==> config.mk <==
export PLATFORM = sky130hd
export DESIGN_NAME = log2_lod_pipe
export DESIGN_NICKNAME = d
export VERILOG_FILES = /design/src/rtl/lod_pkg.sv /design/src/rtl/lod_half_enc.sv /design/src/rtl/log2_lod_pipe.sv
export SDC_FILE = /design/constraint.sdc
export NUM_CORES = 1
export LEC_CHECK = 0
export BUFFER_PORTS_ARGS = -buffer_cell sky130_fd_sc_hd__buf_2
export CAP_MARGIN = 25
export CORE_UTILIZATION = 43
export CTS_CLUSTER_SIZE = 12
export DETAILED_ROUTE_END_ITERATION = 12
export GPL_ROUTABILITY_DRIVEN = 0
export HOLD_SLACK_MARGIN = 0.1
export PLACE_DENSITY = 0.73
export SLEW_MARGIN = 15
export SYNTH_ARGS = -nofsm -noshare
export SYNTH_HDL_FRONTEND = slang
export SYNTH_SLANG_ARGS = --single-unit
==> constraint.sdc <==
create_clock -name clk -period 1.3 [get_ports clk]
set_input_delay 0.13 -clock clk [delete_from_list [all_inputs] [get_ports clk]]
set_output_delay 0.13 -clock clk [all_outputs]
set_load 0.1 [all_outputs]
==> src/rtl/lod_pkg.sv <==
// Shared constants and result type for the log2 leading-one detector.
// Latency: none (package only).
// Backpressure: none (package only).
//
// LOD_WIDTH / LOD_LOG2_WIDTH are the default operand width and index width.
// LOD_LATENCY is the accept-to-out_valid latency of log2_lod_pipe when it is not stalled.
// lod_result_t is sized for the widest legal operand (16 bits). Narrower builds use its low bits.
package lod_pkg;

    localparam int LOD_WIDTH      = 16;
    localparam int LOD_LOG2_WIDTH = 4;
    localparam int LOD_LATENCY    = 2;

    typedef struct packed {
        logic [LOD_LOG2_WIDTH-1:0] k;
        logic                      zero;
        logic [LOD_WIDTH-1:0]      frac;
    } lod_result_t;

endpackage

==> src/rtl/lod_half_enc.sv <==
// First-one (most-significant set bit) encoder over half of the operand.
// Latency: combinational.
// Backpressure: none.
//
// Ports:
//   data - half-operand, HALF_WIDTH bits.
//   idx  - index of the highest set bit. It is 0 when data is 0.
//   nz   - high when any bit of data is set.
module lod_half_enc
    import lod_pkg::*;
#(
    parameter int HALF_WIDTH = LOD_WIDTH / 2,
    parameter int IDX_WIDTH  = LOD_LOG2_WIDTH - 1
) (
    input  logic [HALF_WIDTH-1:0] data,
    output logic [IDX_WIDTH-1:0]  idx,
    output logic                  nz
);

    // Ascending scan: the last set bit seen is the most significant one.
    always_comb begin
        idx = '0;
        for (int i = 0; i < HALF_WIDTH; i++) begin
            if (data[i]) idx = IDX_WIDTH'(i);
        end
    end

    assign nz = |data;

endmodule

==> src/rtl/log2_lod_pipe.sv <==
// Two-stage pipelined leading-one detector: out_k = floor(log2(in_data)), out_frac = residual.
// Latency: 2 cycles from accept to out_valid when not stalled. Throughput is one result per cycle.
// Backpressure: valid/ready. Stages advance only into free slots, and in_ready = s1_en.
//
// Ports:
//   clk, rst                      - clock; synchronous active-high reset.
//   in_valid, in_ready, in_data   - operand handshake.
//   out_valid, out_ready          - result handshake.
//   out_k, out_zero, out_frac     - result outputs.
//
// Macro LOD_RESIDUAL_EN enables out_frac.
// When LOD_RESIDUAL_EN is undefined, out_frac reads 0 and the operand is not carried into S1.
module log2_lod_pipe
    import lod_pkg::*;
#(
    parameter int WIDTH      = LOD_WIDTH,
    parameter int LOG2_WIDTH = LOD_LOG2_WIDTH
) (
    input  logic                  clk,
    input  logic                  rst,
    input  logic                  in_valid,
    output logic                  in_ready,
    input  logic [WIDTH-1:0]      in_data,
    output logic                  out_valid,
    input  logic                  out_ready,
    output logic [LOG2_WIDTH-1:0] out_k,
    output logic                  out_zero,
    output logic [WIDTH-1:0]      out_frac
);

    localparam int HALF = WIDTH / 2;
    localparam int IW   = LOG2_WIDTH - 1;

    logic          hi_nz, lo_nz;
    logic [IW-1:0] hi_idx, lo_idx;

    lod_half_enc #(.HALF_WIDTH(HALF), .IDX_WIDTH(IW)) u_enc_hi (
        .data (in_data[WIDTH-1:HALF]),
        .idx  (hi_idx),
        .nz   (hi_nz)
    );

    lod_half_enc #(.HALF_WIDTH(HALF), .IDX_WIDTH(IW)) u_enc_lo (
        .data (in_data[HALF-1:0]),
        .idx  (lo_idx),
        .nz   (lo_nz)
    );

    // S1 state
    logic          s1_valid;
    logic          s1_hi_nz, s1_lo_nz;
    logic [IW-1:0] s1_hi_idx, s1_lo_idx;
`ifdef LOD_RESIDUAL_EN
    logic [WIDTH-1:0] s1_data;
`endif

    // S2 state
    logic        s2_valid;
    lod_result_t s2_res, s2_next;

    logic s1_en, s2_en;
    assign s2_en    = !s2_valid || out_ready;
    assign s1_en    = !s1_valid || s2_en;
    assign in_ready = s1_en;

    // Half select: the high half wins whenever it has any set bit.
    // Its index then gains the top bit.
    logic [LOG2_WIDTH-1:0] k_sel;
    assign k_sel = s1_hi_nz ? {1'b1, s1_hi_idx} : {1'b0, s1_lo_idx};

    always_comb begin
        s2_next      = '0;
        s2_next.k    = LOD_LOG2_WIDTH'(k_sel);
        s2_next.zero = !s1_hi_nz && !s1_lo_nz;
`ifdef LOD_RESIDUAL_EN
        // Clearing bit k leaves in_data - 2**k.
        // For a zero operand k_sel is 0 and bit 0 is already clear, so frac stays 0.
        begin
            logic [WIDTH-1:0] frac_w;
            frac_w         = s1_data;
            frac_w[k_sel]  = 1'b0;
            s2_next.frac   = LOD_WIDTH'(frac_w);
        end
`endif
    end

    always_ff @(posedge clk) begin
        if (rst) begin
            s1_valid  <= 1'b0;
            s1_hi_nz  <= 1'b0;
            s1_lo_nz  <= 1'b0;
            s1_hi_idx <= '0;
            s1_lo_idx <= '0;
`ifdef LOD_RESIDUAL_EN
            s1_data   <= '0;
`endif
            s2_valid  <= 1'b0;
            s2_res    <= '0;
        end else begin
            if (s1_en) begin
                s1_valid <= in_valid;
                if (in_valid) begin
                    s1_hi_nz  <= hi_nz;
                    s1_lo_nz  <= lo_nz;
                    s1_hi_idx <= hi_idx;
                    s1_lo_idx <= lo_idx;
`ifdef LOD_RESIDUAL_EN
                    s1_data   <= in_data;
`endif
                end
            end
            if (s2_en) begin
                s2_valid <= s1_valid;
                if (s1_valid) s2_res <= s2_next;
            end
        end
    end

    assign out_valid = s2_valid;
    assign out_k     = s2_res.k[LOG2_WIDTH-1:0];
    assign out_zero  = s2_res.zero;
    assign out_frac  = s2_res.frac[WIDTH-1:0];

endmodule

==> flow_summary_export.csv, run 1 <==
group,metric,value,unit
floorplanning,io_pins,43,
worst_setup_path,cp-start-kind,"register",
drt,wl_per_cell,10.5,µm
worst_setup_path,cp_max_fo,7,
worst_setup_path,cp.arrival,1.10,ns
pwr,power_frac_comb,0.364,
pwr,pwr-share-clk,0.216,
logic_synthesis,synth_area,815,µm²
cts,cts_tree,"yes",
drt,drtIter0Drc,6,
finish,drive_above_1_share,0.350,
timing,clock_skew,0.00171,ns
worst_setup_path,worstPathCellList,"buf_4 > nand3b_4 > buf_12",
cts,root_buffer,"clkbuf_4",
drt,vias,737,
timing,min_period,1.23,ns
logic_synthesis,synth_top_area_frac,0.369,
placement,placedCellCount,143,
cts,hold_buffers,0,
logic_synthesis,syn_inst,96,
worst_setup_path,slowest_stage,"dfxtp_2",
pwr,swShare,0.433,
pwr,power.leakage,0.460,nW
timing,tns,0,ns
timing,rsz0062_at_grt,"false",
finish,nets,144,
timing,hold_violations,0,
worst_setup_path,cpPeakStageDelay,0.38,ns
cts,numCtsBuffers,3,
finish,final_cells,148,
floorplanning,initial_core_util,0.467,
worst_setup_path,critPathCaptureType,"output port",
logic_synthesis,synth_seq_cells,15,
floorplanning,coreArea,0.00175,mm²
finish,antennaDiodeCount,0,
drt,drt_wl_total,1550,µm
timing,setup_viol,0,
global_routing,gr-usage-all-layers,0.168,
logic_synthesis,yosys-top-cells-area,"dfxtp_1, buf_4, a21oi_1, a311oi_1, mux2i_1",
cts,cts.sinks,15,
cts,cts.clk_slew.worst_paths,0.09,ns
finish,num-fill-cells,184,
drt,drc,0,
pwr,total_power,0.00122,W
global_routing,grt_pass1_vias,615,
finish,final_util,0.558,
logic_synthesis,ys_warn_count,0,
worst_setup_path,crit_type,"register to output port",
cts,clk_latency,0.28,ns
timing,final.hold.worst_slack,0.118,ns
placement,numPortBuffers,26,
floorplanning,placementRows,15,
timing,max_freq,815,MHz
pwr,internal_power,0.000691,W
floorplanning,die_h,45.5,µm
timing,drv_slew,0,
pwr,vdd_drop_max,607,µV
global_routing,grt_pass1_wl,2480,µm
global_routing,antenna_found_initial,0,
floorplanning,die_width,45.5,µm
cts,cts_buffer_depth,2,
drt,antenna_left,0,
finish,area_delta_synth_final,19.7,%
cts,htreeDepth,1,
logic_synthesis,synth_cell_type_count,21,
pwr,p_switching,0.000528,W
pwr,pwr_density_cell,1250,mW/mm²
worst_setup_path,rrSetupSlack,0.12,ns
logic_synthesis,syn_area_per_cell,8.48,µm²
hold_path,hp-class,"input port to register",
timing,fin_crit_sh,0.944,
drt,viasPerCell,4.98,
floorplanning,dieArea,0.00207,mm²
logic_synthesis,synth_top_area_cell,"dfxtp_1",
global_routing,grt_overflow,0,
run_status,status,"complete, no violations",
pwr,p_seq_frac,0.420,
global_routing,grt_max_degree,16,
job,cap_viol_max_count,0,
worst_setup_path,crit_required,1.17,ns
placement,dp_hpwl,1200,µm
logic_synthesis,yosysSeqAreaShare,0.369,
drt,drtPass1Iterations,4,
[area by class of cell]
class	instances	area, µm²	share of cell area
clock buffer	4	26.3	0.0270
tap	25	31.3	0.0321
sequential	15	312	0.320
timing repair buffer	29	168	0.172
multi-input combinational	69	415	0.426
inverter	6	22.5	0.0231
[cell usage in the layout (no fill, tap or decap), types with 2 or more instances in the layout]
cell	count
a21oi_1	15
dfxtp_2	6
o21ai_0	4
dfxtp_1	8
a211oi_1	2
buf_4	3
mux2i_1	3
nand2b_1	3
a311oi_1	9
inv_1	5
conb_1	16
clkbuf_4	3
a221o_1	2
buf_2	25
nor4_1	4
nor2_1	6
[sequential cells by signal (all words and copies together), names as in the netlist]
register and cells:
s1_hi_idx 3, s1_lo_idx 3, out_valid 1, s1_valid 1, out_zero 1, s1_lo_nz 1, out_k 4, s1_hi_nz 1
[critical path: cells and delay by family (launching register included)]
family | cells | cell delay, ns
buffers and inverters | 2 | 0.34
flip-flops | 1 | 0.38
AND/OR/NAND/NOR | 1 | 0.09
[Yosys cell counts]
library cell and instances:
a21oi_1 16, buf_4 16, dfxtp_1 15, a311oi_1 9, nor2_1 6, inv_1 5
nor4_1 4, o21ai_0 4, clkbuf_1 3, mux2i_1 3, nand2b_1 3, a211oi_1 2
a221o_1 2, buf_6 1, clkbuf_2 1, conb_1 1, inv_2 1, nand3_1 1
nand3b_2 1, nor2b_1 1, or4_1 1
[logic make-up after synthesis]
group	synth area share
AND/OR/NAND/NOR	0.118
buffers and inverters	0.209
flip-flops	0.369
other	0.00460
AO/OA/AOI/OAI	0.263
multiplexers	0.0369
[power groups by stage]
stage | clock, W | sequential [W] | combinational (W)
floorplan | 0 | 0.000601 | 0.000330
global placement | 0 | 0.000522 | 0.000435
global route | 0.000292 | 0.000517 | 0.000467
detailed placement | 0 | 0.000523 | 0.000440
finish | 0.000263 | 0.000512 | 0.000443
CTS | 0.000274 | 0.000513 | 0.000442
[stage by stage]
stage                     cell area (µm²)  setup WS [ns]
after floorplan                       890        -0.0636
after global placement                933       -0.00927
after detailed placement              933        -0.0511
after CTS                             965        -0.0199
after global routing                  975        0.00381
final                                 975         0.0725
[path summary, 6_finish.rpt]
| path | endpoint | cells after the start | start |
|---|---|---|---|
| setup / recovery | in_ready | 3 | s1_valid$_SDFFE_PP0P_ |
| hold / removal | s1_lo_idx[0]$_SDFFE_PP0P_ | 3 | in_data[7] |
| setup reg to reg | s1_lo_idx[1]$_SDFFE_PP0P_ | 5 | s1_valid$_SDFFE_PP0P_ |
| hold reg to reg | out_k[3]$_SDFFE_PP0P_ | 2 | out_k[3]$_SDFFE_PP0P_ |
[repair_timing]
action	in CTS	in global routing
setup buffers	0	1
pin swaps	0	1
endpoints found under the setup margin	9	2
gates resized for setup	2	1
[per-layer routing]
layer / up-vias / global-route usage / part of all wire
met5: - / 0 / 0
met1: 327 / 0.209 / 0.48
met4: 0 / 0.115 / 0.0090
met2: 35 / 0.260 / 0.45
li1: 373 / - / -
met3: 2 / 0.0317 / 0.062
No activity file was read; power rests on OpenSTA's default activity.
==> run 2, diff against run 1 <==
- CORE_MARGIN: not set -> 8
==> run 2 against run 1 <==
  * Worst setup slack gained 0.020 ns
  * Cell count is the same
  * Die area grew 71%
  * Sequential power is essentially flat
  * Maximum frequency grew 1.7%
  * Core utilization shrank 0.74 points
  * Clock skew shrank 0.0013 ns
  * Highest routed layer is now met3
==> flow_summary_export.csv, run 2 (synthesis gave the netlist of run 1 again) <==
group,metric,value,unit
cts,cts.sinks,15,
worst_setup_path,r2r_cells,5,
run_status,status,"complete, no violations",
finish,layout_commonest_cell,"buf_2",
finish,finalInstanceArea,972,µm²
finish,nets,144,
floorplanning,coreArea,0.00176,mm²
worst_setup_path,cpPeakStageDelay,0.37,ns
floorplanning,dieArea,0.00354,mm²
hold_path,whs_endpoint,"s1_hi_idx[0]$_SDFFE_PP0P_",
timing,drv_slew,0,
pwr,power_frac_comb,0.369,
drt,drt_wl_total,1770,µm
timing,min_period,1.21,ns
pwr,swShare,0.426,
worst_setup_path,rrSetupSlack,0.09,ns
job,cap_viol_max_count,0,
placement,dp_hpwl,1450,µm
floorplanning,initial_core_util,0.462,
worst_setup_path,critPathCaptureType,"output port",
worst_setup_path,worstPathCellList,"buf_4 > nand3b_4 > buf_12",
timing,fin_crit_sh,0.929,
finish,final_util,0.551,
drt,wl_per_cell,12.0,µm
global_routing,grt.busiest_layer,"met2",
drt,viasPerCell,4.78,
global_routing,globalRouteMet2Util,0.156,
finish,area_delta_synth_final,19.4,%
worst_setup_path,rr_startpoint,"s1_valid$_SDFFE_PP0P_",
drt,drc,0,
global_routing,use_met3,0.0282,
finish,antennaDiodeCount,0,
placement,place_area,933,µm²
timing,max_freq,828,MHz
global_routing,grt_pass1_vias,711,
cts,cts_buffer_depth,2,
drt,drtIter0Drc,13,
worst_setup_path,crit_type,"register to output port",
cts,root_buffer,"clkbuf_4",
global_routing,gr-usage-all-layers,0.104,
drt,antenna_left,0,
timing,rsz0062_at_grt,"false",
pwr,internal_power,0.000690,W
finish,drive_above_1_share,0.341,
pwr,pwr-share-clk,0.205,
worst_setup_path,crit_required,1.17,ns
cts,clk_latency,0.27,ns
worst_setup_path,cp.arrival,1.08,ns
floorplanning,die_h,59.5,µm
pwr,p_switching,0.000513,W
finish,final_cell_mix,"buf_2, conb_1, a21oi_1",
placement,placedCellCount,143,
pwr,p_seq_frac,0.426,
hold_path,hold_depth,3,
global_routing,grt_pass1_wl,2990,µm
worst_setup_path,r2r_end,"s1_hi_idx[1]$_SDFFE_PP0P_",
timing,clock_skew,0.000381,ns
worst_setup_path,cp-start-kind,"register",
cts,numCtsBuffers,3,
drt,drtPass1Iterations,4,
pwr,pwr_density_cell,1240,mW/mm²
placement,numPortBuffers,26,
cts,cts.clk_slew.worst_paths,0.08,ns
finish,final_cells,148,
global_routing,grt_max_degree,16,
global_routing,grt_overflow,0,
cts,htreeDepth,1,
global_routing,antenna_found_initial,0,
floorplanning,placementRows,15,
floorplanning,io_pins,43,
finish,largest_register_ffs,4,
worst_setup_path,cp_max_fo,7,
cts,cts_tree,"yes",
timing,setup_viol,0,
floorplanning,die_width,59.5,µm
drt,vias,708,
global_routing,grt_use_met1,0.143,
pwr,power.leakage,0.460,nW
timing,tns,0,ns
worst_setup_path,slowest_stage,"dfxtp_2",
hold_path,min_from,"in_data[15]",
timing,final.hold.worst_slack,0.129,ns
pwr,vdd_drop_max,582,µV
timing,hold_violations,0,
hold_path,hp-class,"input port to register",
-- run 2: through the flow --
step / total power, W / worst slack [ns]
global placement: 0.000958 / -0.00795
finish: 0.00120 / 0.0926
floorplan: 0.000931 / -0.0636
CTS: 0.00121 / 0.0888
global route: 0.00127 / 0.0199
detailed placement: 0.000963 / -0.0676
-- run 2: worst max-delay path by stage --
stage | startpoint | endpoint | slack (ns) | cells after the start
6_report | s1_valid$_SDFFE_PP0P_ | in_ready | 0.09 | 3
5_1_grt | out_valid$_SDFFE_PP0P_ | s1_hi_idx[0]$_SDFFE_PP0P_ | 0.02 | 3
4_1_cts | s1_valid$_SDFFE_PP0P_ | in_ready | 0.09 | 3
3_5_place_dp | out_valid$_SDFFE_PP0P_ | s1_hi_idx[1]$_SDFFE_PP0P_ | -0.07 | 3
3_3_place_gp | out_valid$_SDFFE_PP0P_ | s1_hi_idx[0]$_SDFFE_PP0P_ | -0.008 | 3
2_1_floorplan | out_valid$_SDFFE_PP0P_ | s1_hi_idx[1]$_SDFFE_PP0P_ | -0.06 | 3
-- run 2: worst max-delay path, delay by kind of cell (launching register included) --
family / cells / cell delay (ns)
buffers and inverters: 2 / 0.34
flip-flops: 1 / 0.37
AND/OR/NAND/NOR: 1 / 0.09
-- run 2: what timing repair did --
item / CTS / global route
setup endpoints to repair: 9 / 0
buffers inserted: 1 / 0
resized for setup: 2 / 0
hold buffers: 0 / 0
-- run 2: cell type report --
class,instances,area (µm²)
well taps,25,31.3
multi-input cells,69,413
fillers,192,792
flip-flops and latches,15,312
clock buffers,4,26.3
repair buffers,29,168
inverters,6,22.5
-- run 2: metal layers --
metal	wire (µm)	up-vias
met5	0	-
met4	0	0
met3	146	0
met2	730	35
met1	893	301
li1	-	372
-- run 2: power by group through the flow --
stage          clock [W]  sequential (W)  combinational, W
2_1_floorplan          0        0.000601          0.000330
3_3_place_gp           0        0.000522          0.000436
3_5_place_dp           0        0.000523          0.000440
4_1_cts         0.000258        0.000513          0.000443
5_1_grt         0.000284        0.000518          0.000469
6_report        0.000246        0.000513          0.000444
